File: src/rtl/mem_arb_pkg.sv
// Shared types and constants for the memory port arbiter.
// States, owner encoding and the fixed fields driven for instruction fetch.
package mem_arb_pkg;

  typedef enum logic [1:0] {
    IDLE = 2'd0,
    ADDR = 2'd1,
    DATA = 2'd2
  } state_e;

  typedef enum logic {
    OWNER_IF  = 1'b0,
    OWNER_LSU = 1'b1
  } owner_e;

  // Instruction fetch is always a full-word read.
  localparam logic IF_WE         = 1'b0;
  localparam logic IF_BE_FILL    = 1'b1;
  localparam logic IF_WDATA_FILL = 1'b0;

endpackage

File: src/rtl/mem_arb_prio.sv
// Winner selection between IF and LSU with an LSU streak limit that
// guarantees IF progress when both keep requesting.
module mem_arb_prio
  import mem_arb_pkg::*;
#(
  parameter int unsigned MAX_LSU_STREAK = 4
) (
  input  logic   clk_i,
  input  logic   rst_ni,
  input  logic   i_if_req,
  input  logic   i_lsu_req,
  input  logic   i_if_gnt,
  input  logic   i_lsu_gnt,
  output owner_e o_winner
);

  localparam int unsigned SW = $clog2(MAX_LSU_STREAK + 1);

  logic [SW-1:0] r_streak;
  logic          w_streak_full;

  assign w_streak_full = (r_streak == SW'(MAX_LSU_STREAK));

  // NOTE: every combinational output gets a default before any branch so no latch is inferred.
  always_comb begin
    o_winner = OWNER_IF;
    if (i_lsu_req && !(i_if_req && w_streak_full)) begin
      o_winner = OWNER_LSU;
    end
  end

  // NOTE: state registers use non-blocking assignments so all flops update together at the edge.
  always_ff @(posedge clk_i or negedge rst_ni) begin
    if (!rst_ni) begin
      r_streak <= '0;
    end else if (i_lsu_gnt) begin
      if (!i_if_req) begin
        r_streak <= '0;
      end else if (!w_streak_full) begin
        r_streak <= r_streak + SW'(1);
      end
    end else if (i_if_gnt) begin
      r_streak <= '0;
    end
  end

endmodule

File: src/rtl/mem_port_arbiter.sv
// Shares one memory port between instruction fetch and the load/store unit.
// Optional conflict counter enabled by defining MEM_PORT_ARB_PERF_CNT_EN.
module mem_port_arbiter
  import mem_arb_pkg::*;
#(
  parameter int unsigned ADDR_W         = 32,
  parameter int unsigned DATA_W         = 32,
  parameter int unsigned MAX_LSU_STREAK = 4
) (
  input  logic                clk_i,
  input  logic                rst_ni,
  input  logic                if_req_i,
  input  logic [ADDR_W-1:0]   if_addr_i,
  output logic                if_gnt_o,
  output logic                if_rvalid_o,
  output logic [DATA_W-1:0]   if_rdata_o,
  input  logic                lsu_req_i,
  input  logic [ADDR_W-1:0]   lsu_addr_i,
  input  logic                lsu_we_i,
  input  logic [DATA_W/8-1:0] lsu_be_i,
  input  logic [DATA_W-1:0]   lsu_wdata_i,
  output logic                lsu_gnt_o,
  output logic                lsu_rvalid_o,
  output logic [DATA_W-1:0]   lsu_rdata_o,
  output logic                mem_req_o,
  output logic [ADDR_W-1:0]   mem_addr_o,
  output logic                mem_we_o,
  output logic [DATA_W/8-1:0] mem_be_o,
  output logic [DATA_W-1:0]   mem_wdata_o,
  input  logic                mem_gnt_i,
  input  logic                mem_rvalid_i,
  input  logic [DATA_W-1:0]   mem_rdata_i
`ifdef MEM_PORT_ARB_PERF_CNT_EN
  ,
  output logic [31:0]         conflict_cnt_o
`endif
);

  localparam int unsigned BE_W = DATA_W / 8;

  state_e r_state;
  state_e w_state_nxt;
  owner_e r_owner;
  owner_e w_owner_nxt;
  owner_e w_winner;
  owner_e w_sel;
  logic   w_arb_point;
  logic   w_req;
  logic   w_if_gnt;
  logic   w_lsu_gnt;

  // Reset gates the arbitration point so nothing is presented while rst_ni is low.
  assign w_arb_point = rst_ni && ((r_state == IDLE) || ((r_state == DATA) && mem_rvalid_i));
  assign w_sel       = w_arb_point ? w_winner : r_owner;
  assign w_req       = (w_arb_point && (if_req_i || lsu_req_i)) || (r_state == ADDR);
  assign w_if_gnt    = mem_gnt_i && w_req && (w_sel == OWNER_IF);
  assign w_lsu_gnt   = mem_gnt_i && w_req && (w_sel == OWNER_LSU);

  mem_arb_prio #(
    .MAX_LSU_STREAK(MAX_LSU_STREAK)
  ) u_prio (
    .clk_i    (clk_i),
    .rst_ni   (rst_ni),
    .i_if_req (if_req_i),
    .i_lsu_req(lsu_req_i),
    .i_if_gnt (w_if_gnt),
    .i_lsu_gnt(w_lsu_gnt),
    .o_winner (w_winner)
  );

  always_comb begin
    mem_req_o   = w_req;
    mem_addr_o  = '0;
    mem_we_o    = 1'b0;
    mem_be_o    = '0;
    mem_wdata_o = '0;
    if (w_req) begin
      if (w_sel == OWNER_LSU) begin
        mem_addr_o  = lsu_addr_i;
        mem_we_o    = lsu_we_i;
        mem_be_o    = lsu_be_i;
        mem_wdata_o = lsu_wdata_i;
      end else begin
        mem_addr_o  = if_addr_i;
        mem_we_o    = IF_WE;
        mem_be_o    = {BE_W{IF_BE_FILL}};
        mem_wdata_o = {DATA_W{IF_WDATA_FILL}};
      end
    end
  end

  assign if_gnt_o     = w_if_gnt;
  assign lsu_gnt_o    = w_lsu_gnt;
  assign if_rvalid_o  = (r_state == DATA) && mem_rvalid_i && (r_owner == OWNER_IF);
  assign lsu_rvalid_o = (r_state == DATA) && mem_rvalid_i && (r_owner == OWNER_LSU);
  assign if_rdata_o   = mem_rdata_i;
  assign lsu_rdata_o  = mem_rdata_i;

  always_comb begin
    w_state_nxt = r_state;
    w_owner_nxt = r_owner;
    if (w_arb_point) begin
      if (w_req) begin
        w_owner_nxt = w_winner;
        w_state_nxt = mem_gnt_i ? DATA : ADDR;
      end else begin
        w_state_nxt = IDLE;
      end
    end else if ((r_state == ADDR) && mem_gnt_i) begin
      w_state_nxt = DATA;
    end
  end

  always_ff @(posedge clk_i or negedge rst_ni) begin
    if (!rst_ni) begin
      r_state <= IDLE;
      r_owner <= OWNER_IF;
    end else begin
      r_state <= w_state_nxt;
      r_owner <= w_owner_nxt;
    end
  end

`ifdef MEM_PORT_ARB_PERF_CNT_EN
  logic [31:0] r_conflict_cnt;

  always_ff @(posedge clk_i or negedge rst_ni) begin
    if (!rst_ni) begin
      r_conflict_cnt <= '0;
    end else if (w_arb_point && if_req_i && lsu_req_i) begin
      r_conflict_cnt <= r_conflict_cnt + 32'd1;
    end
  end

  assign conflict_cnt_o = r_conflict_cnt;
`endif

endmodule

File: config.mk
export PLATFORM = sky130hd
export DESIGN_NAME = mem_port_arbiter
export DESIGN_NICKNAME = d
export VERILOG_FILES = /design/src/rtl/mem_arb_pkg.sv /design/src/rtl/mem_arb_prio.sv /design/src/rtl/mem_port_arbiter.sv
export SDC_FILE = /design/constraint.sdc
export NUM_CORES = 1
export LEC_CHECK = 0
export ABC_CLOCK_PERIOD_IN_PS = 3950
export CORE_AREA = 3 3 106 108
export DETAILED_ROUTE_END_ITERATION = 7
export DIE_AREA = 0 0 109 111
export SETUP_SLACK_MARGIN = 0.02
export SLEW_MARGIN = 25
export SYNTH_ARGS = -nofsm -noshare
export SYNTH_HDL_FRONTEND = slang
export SYNTH_HIERARCHICAL = 1
export SYNTH_SLANG_ARGS = --single-unit
File: constraint.sdc
create_clock -name clk_i -period 3.95 [get_ports clk_i]
set_input_delay 0.5925 -clock clk_i [delete_from_list [all_inputs] [get_ports clk_i]]
set_output_delay 0.5925 -clock clk_i [all_outputs]
set_load 0.01 [all_outputs]
Yosys cells after proc, flatten, opt, wreduce, memory -nomap -nowiden:

Cells that the tools add are included.

* register bits: 6
* bits of input ports: 139
* output and inout bits: 138
* word-level logic and storage cells: 48

* $add $sub $neg: 1
* eq/ne operators: 4
* muxes and demuxes: 18
* bitwise operators: 2
* reductions and logical operators: 20

Operators with widths (number)
* $mux 32: 4
* $mux 3: 4
* $logic_and 1x1->1: 11
* $mux 2: 4
* $mux 4: 2
* $mux 1: 4
* $reduce_and 2->1: 2
* $reduce_bool 2->1: 2
* $add 3x1->3 const B: 1
* $eq 3x3->1 const B: 1
* $logic_or 1x1->1: 3
* $ne 3x3->1 const B: 1
* $eq 2x1->1 const B: 1
* $eq 2x2->1 const B: 1
* $logic_not 2->1: 1
* $not 1->1: 2
* $logic_not 1->1: 1

Longest topological paths before layout:

Gate-level depths: netlist of run 1.

* depth after elaboration: 10
* gate-level depth with buffers: 11
* gate-level depth less buffers: 9

Hierarchy:

Netlist of run 1, hierarchy kept.

By module, submodules not included
* mem_port_arbiter: times used 1, cells an instance 252, area an instance 1612.8 um^2, seq. area each 75.1 um^2
* mem_arb_prio: times used 1, cells an instance 20, area an instance 190.2 um^2, seq. area each 75.1 um^2

Worst setup path after synthesis of run 1:

No wires, ideal clock.

* kind: flip-flop to output port
* start: register u_prio.r_streak[0]
* end: output lsu_gnt_o
* data arrival time: 1749 ps
* slack: 1608 ps
* stages on the path, launching flop included: 7
* path buffers: 0
* cell sequence: dfrtp_1 > inv_1 > ha_1 > a31oi_1 > nor3b_2 > nor2_1 > nor3_1

* word-level cells in the longest chain between the ends: 7

RTL lines
* from (decl): RTL line mem_arb_prio.sv:19 `logic [SW-1:0] r_streak;`
* from (signal assigned): RTL line mem_arb_prio.sv:40 `r_streak <= r_streak + SW'(1);`
* $eq 3x3->1: RTL line mem_arb_prio.sv:22 `assign w_streak_full = (r_streak == SW'(MAX_LSU_STREAK));`
* $logic_and 1x1->1: RTL line mem_arb_prio.sv:27 `if (i_lsu_req && !(i_if_req && w_streak_full)) begin`
* $logic_not 1->1: RTL line mem_arb_prio.sv:27
* $logic_and 1x1->1: RTL line mem_arb_prio.sv:27
* $mux 1: RTL line mem_arb_prio.sv:27
* via w_winner: RTL line mem_port_arbiter.sv:45 `owner_e w_winner;`
* $mux 1: RTL line mem_port_arbiter.sv:54 `assign w_sel = w_arb_point ? w_winner : r_owner;`
* $logic_and 1x1->1: RTL line mem_port_arbiter.sv:57 `assign w_lsu_gnt = mem_gnt_i && w_req && (w_sel == OWNER_LSU);`
* to (decl): RTL line mem_port_arbiter.sv:22 `output logic lsu_gnt_o,`

The timed path passes the listed nets, and every way through them passes these cells.

Worst setup path in the final report of run 1:

* start: input rst_ni
* end: output mem_wdata_o[6]

* word-level cells in the longest chain between the ends: 4

RTL lines
* from (decl): RTL line mem_port_arbiter.sv:11 `input logic rst_ni,`
* $logic_and 1x1->1 (*): RTL line mem_port_arbiter.sv:53 `assign w_arb_point = rst_ni && ((r_state == IDLE) || ((r_state == DATA) && mem_rvalid_i));`
* $mux 1 or $logic_and 1x1->1 (tied branches): RTL line mem_port_arbiter.sv:54, mem_port_arbiter.sv:55
* $mux 32 or $logic_or 1x1->1 (tied branches): RTL line mem_port_arbiter.sv:78, mem_port_arbiter.sv:55
* $mux 32 (*): RTL line mem_port_arbiter.sv:77 `if (w_req) begin`
* to (decl): RTL line mem_port_arbiter.sv:29 `output logic [DATA_W-1:0] mem_wdata_o,`

Mark *: on every way between the ends. The rest lies on a longest branch, timed or not.

==> results of run 1 <==
## metal layers
layer | global-route usage (%) | vias to the layer above
met1 | 13.72 | 1019
met4 | 4.966 | 0
met2 | 23.18 | 114
met5 | 0 | -
li1 | - | 1100
met3 | 2.097 | 33
## logic make-up (layout without fill, tap and decap cells)
logic type,Yosys count,after routing,synth area share [%]
AOI/OAI and AO/OA,83,83,25.61
adders and majority gates,2,2,1.388
buffers and inverters,94,199,35.32
DFF,6,6,8.327
muxes,1,1,0.6245
and+or+nand+nor,86,86,28.73
## state kept, by name (all words and copies together), names as in the netlist
register and cells:
u_prio/r_streak 3, r_owner 1, r_state 2
## worst paths after layout
check / to / slack, ns / depth (start not counted)
worst max-delay path: mem_wdata_o[6] / 0.43 / 6
worst min-delay path: u_prio/r_streak[1] / 0.54 / 1
worst max register to register: u_prio/r_streak[0] / 1.68 / 8
worst min register to register: u_prio/r_streak[1] / 0.54 / 1
max in group asynchronous: r_owner / 2.94 / 2
min in group asynchronous: u_prio/r_streak[0] / 0.63 / 1
## cell usage in the layout, fill, tap and decap left out, types with 2 or more instances in the layout
cell type and instances:
clkdlybuf4s50_1 180, a21oi_1 36, and3_1 33, o21ai_0 33, nand3_1 32, buf_4 9
o21a_1 6, inv_1 6, dfrtp_1 6, nand2_1 4, nor3_1 4, clkbuf_8 3
nand2_2 2, nor2_1 2, o21ai_1 2, ha_1 2
## area by class of cell
| type | instances | area share, % |
|---|---|---|
| timing repair buffer | 189 | 57.00 |
| clock buffer | 3 | 1.259 |
| inverter | 7 | 0.8012 |
| sequential | 6 | 4.578 |
| multi-input combinational | 172 | 31.17 |
| tap | 136 | 5.189 |
## power breakdown
group          internal [W]  switching (W)
clock network     0.0000655      0.0000270
logic              0.000698       0.000697
registers         0.0000837      0.0000245
total              0.000847       0.000748
## metrics by stage
step / instance area (sq um) / utilization, % / worst slack [ns] / hold WS, ns / power (W)
after floorplan: 1803 / - / 1.608 / 0.2969 / 0.0008977
after global placement: 3238 / 31.37 / 0.4758 / 0.5278 / 0.001493
after detailed placement: 3238 / 31.37 / 0.4203 / 0.5241 / 0.001516
after CTS: 3279 / 31.77 / 0.4150 / 0.5408 / 0.001620
after global routing: 3279 / 31.77 / 0.2751 / 0.5615 / 0.001722
final: 3279 / 31.77 / 0.4333 / 0.5390 / 0.001595
==> metrics, run 1 <==
Hold Buf Count CTS 0; drc violations 0; WL met2 4301 um; vias in the first global route 2199; M1 WL 3110 um; sequential share of the synthesized area 8.328%; crit path cell chain clkdlybuf4s50_1, a21o_1, nand2_2, inv_2, and3_1, clkdlybuf4s50_1; setup TNS 0 ns; filler instances 1098; FF+latch count, synth 6; fin. max-slew vios 0; first-pass GRT wire length 12210 um; drt via density 4.417; first-iteration detailed-routing DRC count 158; WP buf/inv 3; YS warnings 6; Mapped Cells 272; WP data arrival 2.92 ns; Pleak 1.304 nW; post-route insts no fill 513; DP HPWL 6550 um; Avg Inst Size Synth 6.629 sq um; fin crit share 89.03%; standard-cell rows 37; Clock Pin Slew Worst Setup and Hold Paths 0.04 ns; GRT overflow 0; required time of the critical path 3.36 ns; die width 109 um; root buf cell clkbuf_8; cell taking the most area after synthesis buf_4; post-CTS resize count 0; synth cell count leaders buf_4, a21oi_1, and3_1, o21ai_0, nand3_1; Hold Startpoint u_prio/r_streak[1]; TritonCTS clock tree done; Final Hold Fails 0; critical path capture point type output pin; critical path launch point type primary input; Clock Sinks 6; cell area after synthesis 1803 sq um; IO buf count 180; Nets 520; fraction of final layout cells sized beyond drive strength 1 5.836%; Crit-path slowest cell clkdlybuf4s50_1; slew of the pin with the lowest slew margin 0.4735 ns; Area contributors post-synth buf_4, and3_1, a21oi_1, o21ai_0, nand3_1; largest net degree at the start of global routing 39; WL met3 586 um; CP peak stage delay 0.65 ns; final wirelength 8321 um; area share of the largest cell type after synthesis 26.65%; GPL Wtd Cong 0.7851; clock buffer count from CTS 3; EDFF count, synth 0; Yosys cell types 35; Ports 277; ant diodes 0; Tightest Hold Check Type reg -> reg; Post-synth ARST share 100.0%; kind of critical path in -> out; worst vdd ir 0.0002150 V; Min Clock Period, post-route 3.517 ns; Synth Flop Type dfrtp_1; Initial Utilization 17.46%; drt first pass iters 4; Area growth, synth to finish 81.89%; Seq. cell area 150.1 sq um; DR top layer met4; Clock Skew 0.003647 ns; RSZ-0062 raised after global routing false; all-layer global routing usage 12.49%; area of the multi-input gates 1022 sq um; crit path launch rst_ni; Pwr Density 486.4 nW/um^2; Critical R2R Launch u_prio/r_streak[0]; initial antenna violation count 0; die area 12100 sq um; top cell family by delay on the critical path buffers and inverters; status completed; Max H-tree Level 1; relative slew slack 68.39%; postcts setup bufs 0; Setup-failing EPs final 0; via count 2266; antenna-violating nets left 0; CP dominant cell by count clkdlybuf4s50_1; max_cap viols 0; Worst Path Max Fanout 38; Core Area 10320 sq um; cell total after placement 510; most common cell in the netlist buf_4; Syn Nets 413; WL per Instance 16.22 um; Max Clock Freq 0.2844 GHz; maximum clock path buffer count 2; worst skew pair latency 0.23 ns; Die Height 111 um
Note: power is estimated with default switching activity, not from simulation.
==> inputs of run 2 (changes only) <==
--- a/config.mk
+++ b/config.mk
@@ -6,9 +6,9 @@
 export NUM_CORES = 1
 export LEC_CHECK = 0
 export ABC_CLOCK_PERIOD_IN_PS = 3950
-export CORE_AREA = 3 3 106 108
+export CORE_AREA = 2 2 108 110
 export DETAILED_ROUTE_END_ITERATION = 7
-export DIE_AREA = 0 0 109 111
+export DIE_AREA = 0 0 110 112
 export SETUP_SLACK_MARGIN = 0.02
 export SLEW_MARGIN = 25
 export SYNTH_ARGS = -nofsm -noshare
==> run 2 against run 1 <==
Effect of this change: cell count rose by 0.97%; sequential power barely moved; sequential share of layout area fell by 0.055 points; hold slack improved by 0.0087 ns; routed wire length fell by 3.5%; global-route usage fell by 0.57 points; die area rose by 1.8%; via count rose by 0.26%; fmax barely moved; highest routed layer unchanged; clock power rose by 76%; design area rose by 1.2%; critical path type unchanged; worst setup slack got worse by 0.0031 ns.
==> metrics, run 2 (synthesis gave the netlist of run 1 again) <==
status completed; commonest non-fill, non-tap cell in the layout clkdlybuf4s50_1; FF-to-FF path depth 10 (+2); standard-cell rows 39 (+5.4%); Ports 277 (unchanged); Worst Path Max Fanout 38 (unchanged); clock buffer count from CTS 3 (unchanged); worst vdd ir 0.0003380 V (+57%); CP dominant cell by count clkdlybuf4s50_1; crit path cell chain clkdlybuf4s50_1, buf_4, a21o_1, nand2_2, inv_2, and3_1, clkdlybuf4s50_1; setup TNS 0 ns (unchanged); drt via density 4.386 (-0.70%); die area 12320 sq um (+1.8%); die width 110 um (+0.92%); CP peak stage delay 0.55 ns (-0.10 ns); setup ws final 0.4302 ns (-0.003137 ns); first-pass GRT wire length 11670 um (-4.4%); filler instances 1224 (+11%); DP HPWL 6109 um (-6.7%); fraction of final layout cells sized beyond drive strength 1 5.333% (-0.50 points); fin crit share 89.11% (about the same); max_cap viols 0 (unchanged); ant diodes 0 (unchanged); RSZ-0062 raised after global routing false; Clock Skew 0.00009834 ns (-0.003549 ns); initial antenna violation count 0 (unchanged); hold depth 1 (unchanged); fin. max-slew vios 0 (unchanged); first-iteration detailed-routing DRC count 135 (-15%); required time of the critical path 3.36 ns (about the same); top flop regs u_prio/r_streak (3), r_state (2), r_owner (1); commonest cells after routing, fill and taps aside clkdlybuf4s50_1, a21oi_1, and3_1, o21ai_0, nand3_1; Max Clock Freq 0.2841 GHz (about the same); root buf cell clkbuf_16; critical path launch point type primary input; Clock Sinks 6 (unchanged); Top reg by flops u_prio/r_streak; Pleak 1.314 nW (+0.75%); GRT overflow 0 (unchanged); final wirelength 8029 um (-3.5%); drc violations 0 (unchanged); GPL Wtd Cong 0.8176 (+4.1%); maximum clock path buffer count 2 (unchanged); Die Height 112 um (+0.90%); Nets 518 (-0.38%); all-layer global routing usage 11.92% (-0.57 points); postcts setup bufs 0 (unchanged); critical path capture point type output pin; Clock Pin Slew Worst Setup and Hold Paths 0.03 ns (about the same); pre-CTS setup slack 0.4059 ns (-0.01442 ns); Final Hold Fails 0 (unchanged); hold slack 0.5477 ns (+0.008721 ns); largest net degree at the start of global routing 39 (unchanged); kind of critical path in -> out; IO buf count 180 (unchanged); WL per Instance 15.50 um (-4.4%); Initial Utilization 16.13% (-1.3 points); Hold Buf Count CTS 0 (unchanged); vias in the first global route 2284 (+3.9%); Crit-path slowest cell clkdlybuf4s50_1; Pwr Density 501.1 nW/um^2 (+3.0%); post-CTS resize count 0 (unchanged); drt first pass iters 4 (unchanged); relative slew slack 69.28% (+0.90 points); WP data arrival 2.93 ns (about the same); Area growth, synth to finish 84.11%; worst skew pair latency 0.23 ns (about the same); Setup-failing EPs final 0 (unchanged); Min Clock Period, post-route 3.520 ns (+0.003137 ns); via count 2272 (+0.26%); Core Area 11170 sq um (+8.2%); antenna-violating nets left 0 (unchanged); Tightest Hold Check Type reg -> reg; Largest register FFs 3 (unchanged); slew of the pin with the lowest slew margin 0.4601 ns (-0.01341 ns); TritonCTS clock tree done; Max H-tree Level 1 (unchanged)
## run 2: changes by cell type in the layout (fill, tap and decap cells not counted)
| cell | change |
|---|---|
| buf_4 | -3 |
| clkbuf_8 | -3 |
| buf_12 | +1 |
| clkbuf_16 | +3 |
## run 2: worst paths after layout
check | start | end | slack (ns)
hold reg to reg | u_prio/r_streak[1] | u_prio/r_streak[1] | 0.55
setup reg to reg | u_prio/r_streak[0] | u_prio/r_streak[0] | 1.59
setup / recovery | rst_ni | mem_wdata_o[3] | 0.43
hold / removal | u_prio/r_streak[1] | u_prio/r_streak[1] | 0.55
max in group asynchronous | rst_ni | r_state[0] | 3.07
min in group asynchronous | rst_ni | u_prio/r_streak[2] | 0.76
## run 2: worst max-delay path: cells and delay by family
| kind | cells | cell delay [ns] |
|---|---|---|
| AOI/OAI and AO/OA | 1 | 0.13 |
| and+or+nand+nor | 2 | 0.48 |
| buffers and inverters | 4 | 1.71 |
## run 2: layer usage
| metal | vias up | track usage (%) | share of wire, % |
|---|---|---|---|
| li1 | 1096 | - | - |
| met1 | 1043 | 13.68 | 39 |
| met2 | 105 | 21.55 | 50 |
| met3 | 28 | 2.693 | 9.2 |
| met4 | 0 | 3.544 | 2.0 |
| met5 | - | 0 | 0 |
## run 2: stage by stage
step | instance area (sq um) | utilization, % | power [W] | cells
floorplan | 1803 | - | 0.0008977 | 272
global placement | 3244 | 29.03 | 0.001494 | 515
detailed placement | 3244 | 29.03 | 0.001508 | 515
CTS | 3319 | 29.71 | 0.001684 | 518
global route | 3319 | 29.71 | 0.001794 | 518
finish | 3319 | 29.71 | 0.001663 | 518
## run 2: power by group
part / internal [W] / total (W) / switching [W]
Sequential: 0.0000837 / 0.000110 / 0.0000264
Clock: 0.000130 / 0.000163 / 0.0000336
Combinational: 0.000694 / 0.00139 / 0.000696
Total: 0.000907 / 0.00166 / 0.000756
## run 2: layout make-up
type	count	area [sq um]	share of cell area, %
Tap cell	143	178.9	5.390
Timing Repair Buffer	187	1867	56.24
Multi-Input combinational cell	172	1022	30.80
Sequential cell	6	150.1	4.523
Clock buffer	3	75.07	2.262
Inverter	7	26.28	0.7916
